`src/rtl/seq_detect_pkg.sv`:
```
// Shared types and default sizes for the serial pattern detectors.
package seq_detect_pkg;

    typedef enum logic [1:0] {
        IDLE = 2'd0,
        RUN  = 2'd1,
        ERR  = 2'd2
    } state_t;

    localparam int unsigned DEF_MAX_LEN = 8;
    localparam int unsigned DEF_CNT_W   = 8;

endpackage

```
`src/rtl/seq_detect_param_if.sv`:
```
// Configuration, serial data and result signals of the parametrised detector.
interface seq_detect_param_if
    import seq_detect_pkg::*;
#(
    parameter int unsigned MAX_LEN = DEF_MAX_LEN,
    parameter int unsigned CNT_W   = DEF_CNT_W,
    parameter int unsigned LEN_W   = $clog2(MAX_LEN + 1)
);
    logic               cfg_load;
    logic [MAX_LEN-1:0] cfg_pattern;
    logic [LEN_W-1:0]   cfg_len;
    logic               cfg_overlap;
    logic               enable;
    logic               datain;
    logic               dataout;
    logic [CNT_W-1:0]   match_count;
    logic               cfg_err;

    modport master (
        output cfg_load, cfg_pattern, cfg_len, cfg_overlap, enable, datain,
        input  dataout, match_count, cfg_err
    );

    modport slave (
        input  cfg_load, cfg_pattern, cfg_len, cfg_overlap, enable, datain,
        output dataout, match_count, cfg_err
    );
endinterface

```
`src/rtl/sat_counter.sv`:
```
// Saturating up-counter with synchronous clear; clear wins over increment.
module sat_counter #(
    parameter int unsigned WIDTH = 8
) (
    input  logic             clock,
    input  logic             reset,
    input  logic             inc,
    input  logic             clr,
    output logic [WIDTH-1:0] count
);

    always_ff @(posedge clock) begin
        if (reset || clr) begin
            count <= '0;
        end else if (inc && (count != '1)) begin
            count <= count + WIDTH'(1);
        end
    end

endmodule

```
`src/rtl/seq_detect_param.sv`:
```
// Run-time configurable serial pattern detector with registered match pulse
// and saturating match counter.
module seq_detect_param
    import seq_detect_pkg::*;
#(
    parameter int unsigned MAX_LEN = DEF_MAX_LEN,
    parameter int unsigned CNT_W   = DEF_CNT_W,
    parameter int unsigned LEN_W   = $clog2(MAX_LEN + 1)
) (
    input logic               clock,
    input logic               reset,
    seq_detect_param_if.slave bus
);

    state_t             state;
    logic [MAX_LEN-1:0] pattern_q;
    logic [LEN_W-1:0]   len_q;
    logic               overlap_q;
    logic [MAX_LEN-1:0] hist_q;
    logic [LEN_W-1:0]   fill_q;

    logic [MAX_LEN-1:0] len_mask;
    logic [MAX_LEN-1:0] hist_next;
    logic [LEN_W-1:0]   fill_next;
    logic [LEN_W:0]     fill_inc;
    logic               match;
    logic               hit;
    logic               len_legal;

    always_comb begin
        len_mask = '0;
        for (int unsigned i = 0; i < MAX_LEN; i++) begin
            len_mask[i] = (LEN_W'(i) < len_q);
        end
    end

    assign hist_next = {hist_q[MAX_LEN-2:0], bus.datain};
    assign fill_inc  = {1'b0, fill_q} + (LEN_W + 1)'(1);
    assign fill_next = (fill_q == LEN_W'(MAX_LEN)) ? fill_q : fill_q + LEN_W'(1);
    // fill_inc counts the bit being accepted this cycle
    assign match     = (fill_inc >= {1'b0, len_q}) &&
                       (((hist_next ^ pattern_q) & len_mask) == '0);
    assign hit       = (state == RUN) && !bus.cfg_load && bus.enable && match;
    assign len_legal = (bus.cfg_len != '0) && (bus.cfg_len <= LEN_W'(MAX_LEN));

    always_ff @(posedge clock) begin
        if (reset) begin
            state       <= IDLE;
            pattern_q   <= '0;
            len_q       <= '0;
            overlap_q   <= 1'b0;
            hist_q      <= '0;
            fill_q      <= '0;
            bus.dataout <= 1'b0;
            bus.cfg_err <= 1'b0;
        end else if (bus.cfg_load) begin
            pattern_q   <= bus.cfg_pattern;
            len_q       <= bus.cfg_len;
            overlap_q   <= bus.cfg_overlap;
            hist_q      <= '0;
            fill_q      <= '0;
            bus.dataout <= 1'b0;
            state       <= len_legal ? RUN : ERR;
            bus.cfg_err <= !len_legal;
        end else begin
            case (state)
                RUN: begin
                    if (bus.enable) begin
                        hist_q      <= hist_next;
                        fill_q      <= (match && !overlap_q) ? '0 : fill_next;
                        bus.dataout <= match;
                    end else begin
                        bus.dataout <= 1'b0;
                    end
                end
                default: bus.dataout <= 1'b0;
            endcase
        end
    end

    sat_counter #(.WIDTH(CNT_W)) u_count (
        .clock (clock),
        .reset (reset),
        .inc   (hit),
        .clr   (bus.cfg_load),
        .count (bus.match_count)
    );

endmodule
```
`src/flat_wrapper.sv`:
```
// flat-port wrapper written by rule: the top's interface ports become plain ports
module seq_detect_param_flat import seq_detect_pkg::*;
#(
    parameter int unsigned MAX_LEN = DEF_MAX_LEN,
    parameter int unsigned CNT_W   = DEF_CNT_W,
    parameter int unsigned LEN_W   = $clog2(MAX_LEN + 1)
)
  (clock, reset, bus_cfg_load, bus_cfg_pattern, bus_cfg_len, bus_cfg_overlap, bus_enable, bus_datain, bus_dataout, bus_match_count, bus_cfg_err);
  seq_detect_param_if #(.MAX_LEN(MAX_LEN), .CNT_W(CNT_W), .LEN_W(LEN_W)) bus_i ();
  input logic clock;
  input logic reset;
  input wire logic [$bits(bus_i.cfg_load)-1:0] bus_cfg_load;
  input wire logic [$bits(bus_i.cfg_pattern)-1:0] bus_cfg_pattern;
  input wire logic [$bits(bus_i.cfg_len)-1:0] bus_cfg_len;
  input wire logic [$bits(bus_i.cfg_overlap)-1:0] bus_cfg_overlap;
  input wire logic [$bits(bus_i.enable)-1:0] bus_enable;
  input wire logic [$bits(bus_i.datain)-1:0] bus_datain;
  output wire logic [$bits(bus_i.dataout)-1:0] bus_dataout;
  output wire logic [$bits(bus_i.match_count)-1:0] bus_match_count;
  output wire logic [$bits(bus_i.cfg_err)-1:0] bus_cfg_err;
  assign bus_i.cfg_load = bus_cfg_load;
  assign bus_i.cfg_pattern = bus_cfg_pattern;
  assign bus_i.cfg_len = bus_cfg_len;
  assign bus_i.cfg_overlap = bus_cfg_overlap;
  assign bus_i.enable = bus_enable;
  assign bus_i.datain = bus_datain;
  assign bus_dataout = bus_i.dataout;
  assign bus_match_count = bus_i.match_count;
  assign bus_cfg_err = bus_i.cfg_err;
  seq_detect_param #(.MAX_LEN(MAX_LEN), .CNT_W(CNT_W), .LEN_W(LEN_W)) u_core (.clock(clock), .reset(reset), .bus(bus_i));
endmodule
```
`config.mk`:
```
export PLATFORM = sky130hd
export DESIGN_NAME = seq_detect_param_flat
export DESIGN_NICKNAME = d
export VERILOG_FILES = /design/src/rtl/seq_detect_pkg.sv /design/src/rtl/seq_detect_param_if.sv /design/src/rtl/sat_counter.sv /design/src/rtl/seq_detect_param.sv /design/src/flat_wrapper.sv
export SDC_FILE = /design/constraint.sdc
export NUM_CORES = 1
export LEC_CHECK = 0
export ABC_AREA = 1
export CAP_MARGIN = 30
export CORE_MARGIN = 4
export CORE_UTILIZATION = 41
export CTS_BUF_LIST = sky130_fd_sc_hd__clkbuf_8
export CTS_CLUSTER_SIZE = 40
export DETAILED_ROUTE_END_ITERATION = 7
export SETUP_SLACK_MARGIN = 0.5
export SYNTH_ARGS = -nofsm -noshare
export SYNTH_HDL_FRONTEND = slang
export SYNTH_SLANG_ARGS = --single-unit
```
`constraint.sdc`:
```
create_clock -name clock -period 5 [get_ports clock]
set_clock_uncertainty 0.15 [all_clocks]
set_input_delay 0.75 -clock clock [delete_from_list [all_inputs] [get_ports clock]]
set_output_delay 0.75 -clock clock [all_outputs]
set_load 0.05 [all_outputs]
```
**Word-level counts from Yosys, hierarchy flattened**

Cells that the tools add are included.

- $add $sub $neg: 3
- Magnitude comparators: 10
- Equal/unequal tests: 4
- Muxes and demuxes: 3
- Bitwise operators: 4
- Reduce and logical (&&, ||, !) cells: 17

Operator list:

| operator | number |
|---|---|
| $lt 3x4->1 const A | 4 |
| $add 8x1->8 const B | 1 |
| $and 8x8->8 | 1 |
| $logic_not 8->1 | 1 |
| $lt 1x4->1 const A | 2 |
| $lt 2x4->1 const A | 2 |
| $mux 4 | 2 |
| $ne 8x8->1 const B | 1 |
| $xor 8x8->8 | 1 |
| $logic_and 1x1->1 | 7 |
| $add 4x1->5 const B | 1 |
| $ge 5x4->1 | 1 |
| $add 4x1->4 const B | 1 |
| $eq 4x4->1 const B | 1 |
| $le 4x4->1 const B | 1 |
| $reduce_bool 4->1 | 1 |
| $reduce_or 4->1 | 1 |
| $logic_not 1->1 | 3 |
| $reduce_and 3->1 | 1 |
| $eq 2x1->1 const B | 1 |
| $mux 2 | 1 |
| $ne 2x2->1 const B | 1 |
| $not 1->1 | 2 |
| $reduce_and 2->1 | 1 |
| other kinds (2) | 2 |

- Register bits: 36
- Output and inout port bits: 10
- Word-level logic and storage cells: 50

**Logic depth before layout (Yosys ltp)**

- Depth after elaboration: 7
- Depth in mapped cells: 13

**Hierarchy**

A second synthesis with hierarchy kept.

- Cells, all modules: 271
- Area, all modules: 1895.6 um^2

By module, submodules not included:

| module | times used | cells each | area an instance (um^2) |
|---|---|---|---|
| seq_detect_param | 1 | 204 | 1447.6 |
| sat_counter | 1 | 67 | 447.9 |

**Worst setup path before layout**

Ideal clock, no wire load.

- Path kind: register -> register
- Start: register u_core.fill_q[0]
- End: register u_core.u_count.count[0]
- Setup time: 0.113 ns
- Arrival: 1.780 ns
- Required time: 4.737 ns
- Slack: 2.957 ns
- Stages on the path, launching flop included: 13
- Buffers on the path: 0
- Cell sequence: dfxtp_1 -> inv_1 -> ha_1 -> ha_1 -> nand2_1 -> inv_1 -> nand3_1 -> nand4_1 -> inv_2 -> nor2_8 -> nand3_4 -> nor2_1 -> nor2_1

- Cells in the longest elaborated chain, start to end: 5

RTL lines:

| item | line | text |
|---|---|---|
| start, declared | seq_detect_param.sv:20 | `logic [LEN_W-1:0] fill_q;` |
| start signal, assigned | seq_detect_param.sv:70 | `fill_q <= (match && !overlap_q) ? '0 : fill_next;` |
| $add 4x1->5 | seq_detect_param.sv:38 | `assign fill_inc = {1'b0, fill_q} + (LEN_W + 1)'(1);` |
| $ge 5x4->1 | seq_detect_param.sv:41 | `assign match = (fill_inc >= {1'b0, len_q}) &&` |
| $logic_and 1x1->1 | seq_detect_param.sv:41 |  |
| $logic_and 1x1->1 | seq_detect_param.sv:43 | `assign hit = (state == RUN) && !bus.cfg_load && bus.enable && match;` |
| $logic_and 1x1->1 | sat_counter.sv:15 | `end else if (inc && (count != '1)) begin` |
| end signal, assigned | sat_counter.sv:16 | `count <= count + WIDTH'(1);` |
| end, declared | sat_counter.sv:9 | `output logic [WIDTH-1:0] count` |

No other way between the ends.
A chain may end at the register's enable or synchronous reset.

**Worst setup path after layout**

- Start: input port reset
- End: register u_core.fill_q[3]

- Cells in the longest elaborated chain, start to end: 1

RTL lines:

| item | line | text |
|---|---|---|
| start, declared | flat_wrapper.sv:11 | `input logic reset;` |
| $reduce_or 2->1 (no source line) | -- |  |

No other way between the ends.

==> flow_summary.toml <==
[outcome]
outcome = "finished, final reports clean"

[clock_tree]
clock_sinks = 35
cts_tree = "yes"
holdBufCountCts = 0
cts-buffers-inserted = 5
clk-insertion-delay-late_ps = 290
clk_path_buf_depth = 2
post_cts_buffers = 0
root_buffer = "clkbuf_8"
clk_pin_slew_ps = 60
ctsResizeCount = 0
h-tree-depth = 2

[cells_and_area]
area_delta_synth_final_pct = 20.26
drive_gt1_share_pct = 9.635
final_cell_mix = "66 x nand2_1, 40 x inv_1, 35 x dfxtp_1"
multi_input_area_um2 = 1054
fillerInstances = 450
diodes = 0
finalNetCount = 325
fin_cells = 353
regArea_um2 = 700.7
layout_commonest_cell = "nand2_1"
fin_area_um2 = 2347

[critical_path]
start_kind = "input port"
r2r-start = "u_core.fill_q[0]"
crit_arrival_ps = 2810
critPathCaptureType = "flip-flop"
r2r-end = "u_core.u_count.count[0]"
path_class = "in -> reg"
reg2reg_setup_slack_ps = 2670
cp_max_fo = 17
required_ps = 5080
worst_r2r_path_depth = 13

[timing]
setup_ws_ps = 2274
slew_viol_final = 0
finalWorstPathRequiredPeriod_ps = 2726
fin_setup_tns_ps = 0
max_freq_mhz = 366.8
rsz0062_at_grt = "no"
fin_crit_sh_pct = 54.53
tightest_slew_ps = 675.2
hold_viol = 0
relSlewSlack_pct = 54.82
report.final.setup_viol = 0

[hold_path]
hold_end = "u_core.state[0]"
hold_class = "reg -> reg"
hp-start = "u_core.state[0]"
whs_path_depth = 2

[synthesis]
ys_types = 26
ys.flop_type = "dfxtp_1"
synth_area_per_cell_um2 = 7.150
async_flop_share_pct = 0
ys_seq_area_share_pct = 35.90
synth-edff-count = 0
ys_warn_count = 0
syn-instance-count = 273
ys_ff_latch = 35
synth_area_um2 = 1952
syn_nets = 298

[floorplanning]
start_util_pct = 43.62
fp.dieW_um = 77.00
die_area_um2 = 5928
die_y_um = 77.00
io_pins = 28
core-area_um2 = 4474
rows = 24

[placement]
gp_congestion = 0.7730
dp_cells = 345
dp.final_hpwl_um = 3173
placed_area_um2 = 2247
numPortBuffers = 27
dp_slack_ps = 1953

[detailed_routing]
num_vias = 1721
wl_um = 4222
vias_per_cell = 4.875
ant_nets = 0
drt_first_pass_iters = 4
drc = 0
detail_route.wl_per_cell_um = 11.96
drtIter0Drc = 84

[grt]
grt_first_pass_wirelength_um = 7265
grt_pass1_vias = 1563
grt_max_degree = 22
grt.total_usage_pct = 15.18
grt_remaining_overflow = 0
antenna_found_initial = 0

[power_and_ir_drop]
ir_worst_vdd_uv = 141.2
leakagePower_uw = 0.001004
fin_total_pwr_uw = 619.1
pwr_density_cell_nw_per_um2 = 263.8

[flow_run]
drv_cap = 0
-- cells in the mapped netlist (2+ instances only) --
library cell	instances	area, um^2
nor2_1	25	93.84
nand3_2	4	40.04
xnor2_1	2	17.52
nor2_2	3	18.77
nand3_1	14	70.07
nand2_2	6	37.54
xor2_1	6	52.55
clkbuf_1	5	18.77
a21oi_1	18	90.09
a211oi_1	12	90.09
o21ai_0	8	40.04
nand4_1	10	62.56
nand2_1	66	247.7
dfxtp_1	35	700.7
nor2_8	2	40.04
ha_1	7	87.58
inv_2	3	11.26
inv_1	39	146.4
-- worst max path at each step --
stage,depth (start not counted),startpoint,end
global placement,6,reset,u_core.fill_q[3]
global route,6,reset,u_core.fill_q[3]
finish,6,reset,u_core.fill_q[3]
floorplan,12,u_core.fill_q[0],u_core.u_count.count[0]
detailed placement,6,reset,u_core.fill_q[3]
CTS,6,reset,u_core.fill_q[3]
-- state kept, by name (all words and copies together) (netlist names) --
signal                count
u_core.hist_q             7
u_core.overlap_q          1
u_core.u_count.count      8
u_core.pattern_q          8
u_core.len_q              4
u_core.state              2
u_core.bus.dataout        1
u_core.fill_q             4
-- stage by stage --
step	util [%]	hold slack, ps
2_1_floorplan	-	278.1
3_3_place_gp	50.22	306.8
3_5_place_dp	50.22	308.8
4_1_cts	52.46	324.2
5_1_grt	52.46	354.8
6_report	52.46	320.3
-- routing by layer --
metal  routed length (um)  track usage (%)
met1                 2267            21.70
met2                 1758            22.04
met3                  137            4.098
met4                   57            4.804
met5                    0                0
-- power breakdown --
group / leakage (uW) / switching [uW] / internal [uW]
registers: 0.000286 / 7.96 / 289
clock network: 0.0000557 / 100 / 124
logic: 0.000663 / 59.2 / 39.3
-- kinds of logic after synthesis --
group,Yosys count,share of synthesized area [%]
simple gates,136,34.62
buf+inv,49,10.13
compound gates,38,11.28
flops,35,35.90
xor+xnor,8,3.590
fa+ha+maj,7,4.487
-- worst max-delay path, stage by stage --
cell	delay, ps
clkdlybuf4s50_1	750
nor2_1	690
inv_1	320
a21oi_1	190
nand2_1	70
inv_1	40
-- cell type report --
| type | count | share of cell area [%] |
|---|---|---|
| well taps | 52 | 2.772 |
| clock buffers | 7 | 4.104 |
| flip-flops and latches | 35 | 29.85 |
| inverters | 42 | 6.716 |
| clock inverters | 1 | 0.1599 |
| multi-input cells | 189 | 44.88 |
| repair buffers | 27 | 11.51 |
(Power assumes the default switching activity.)
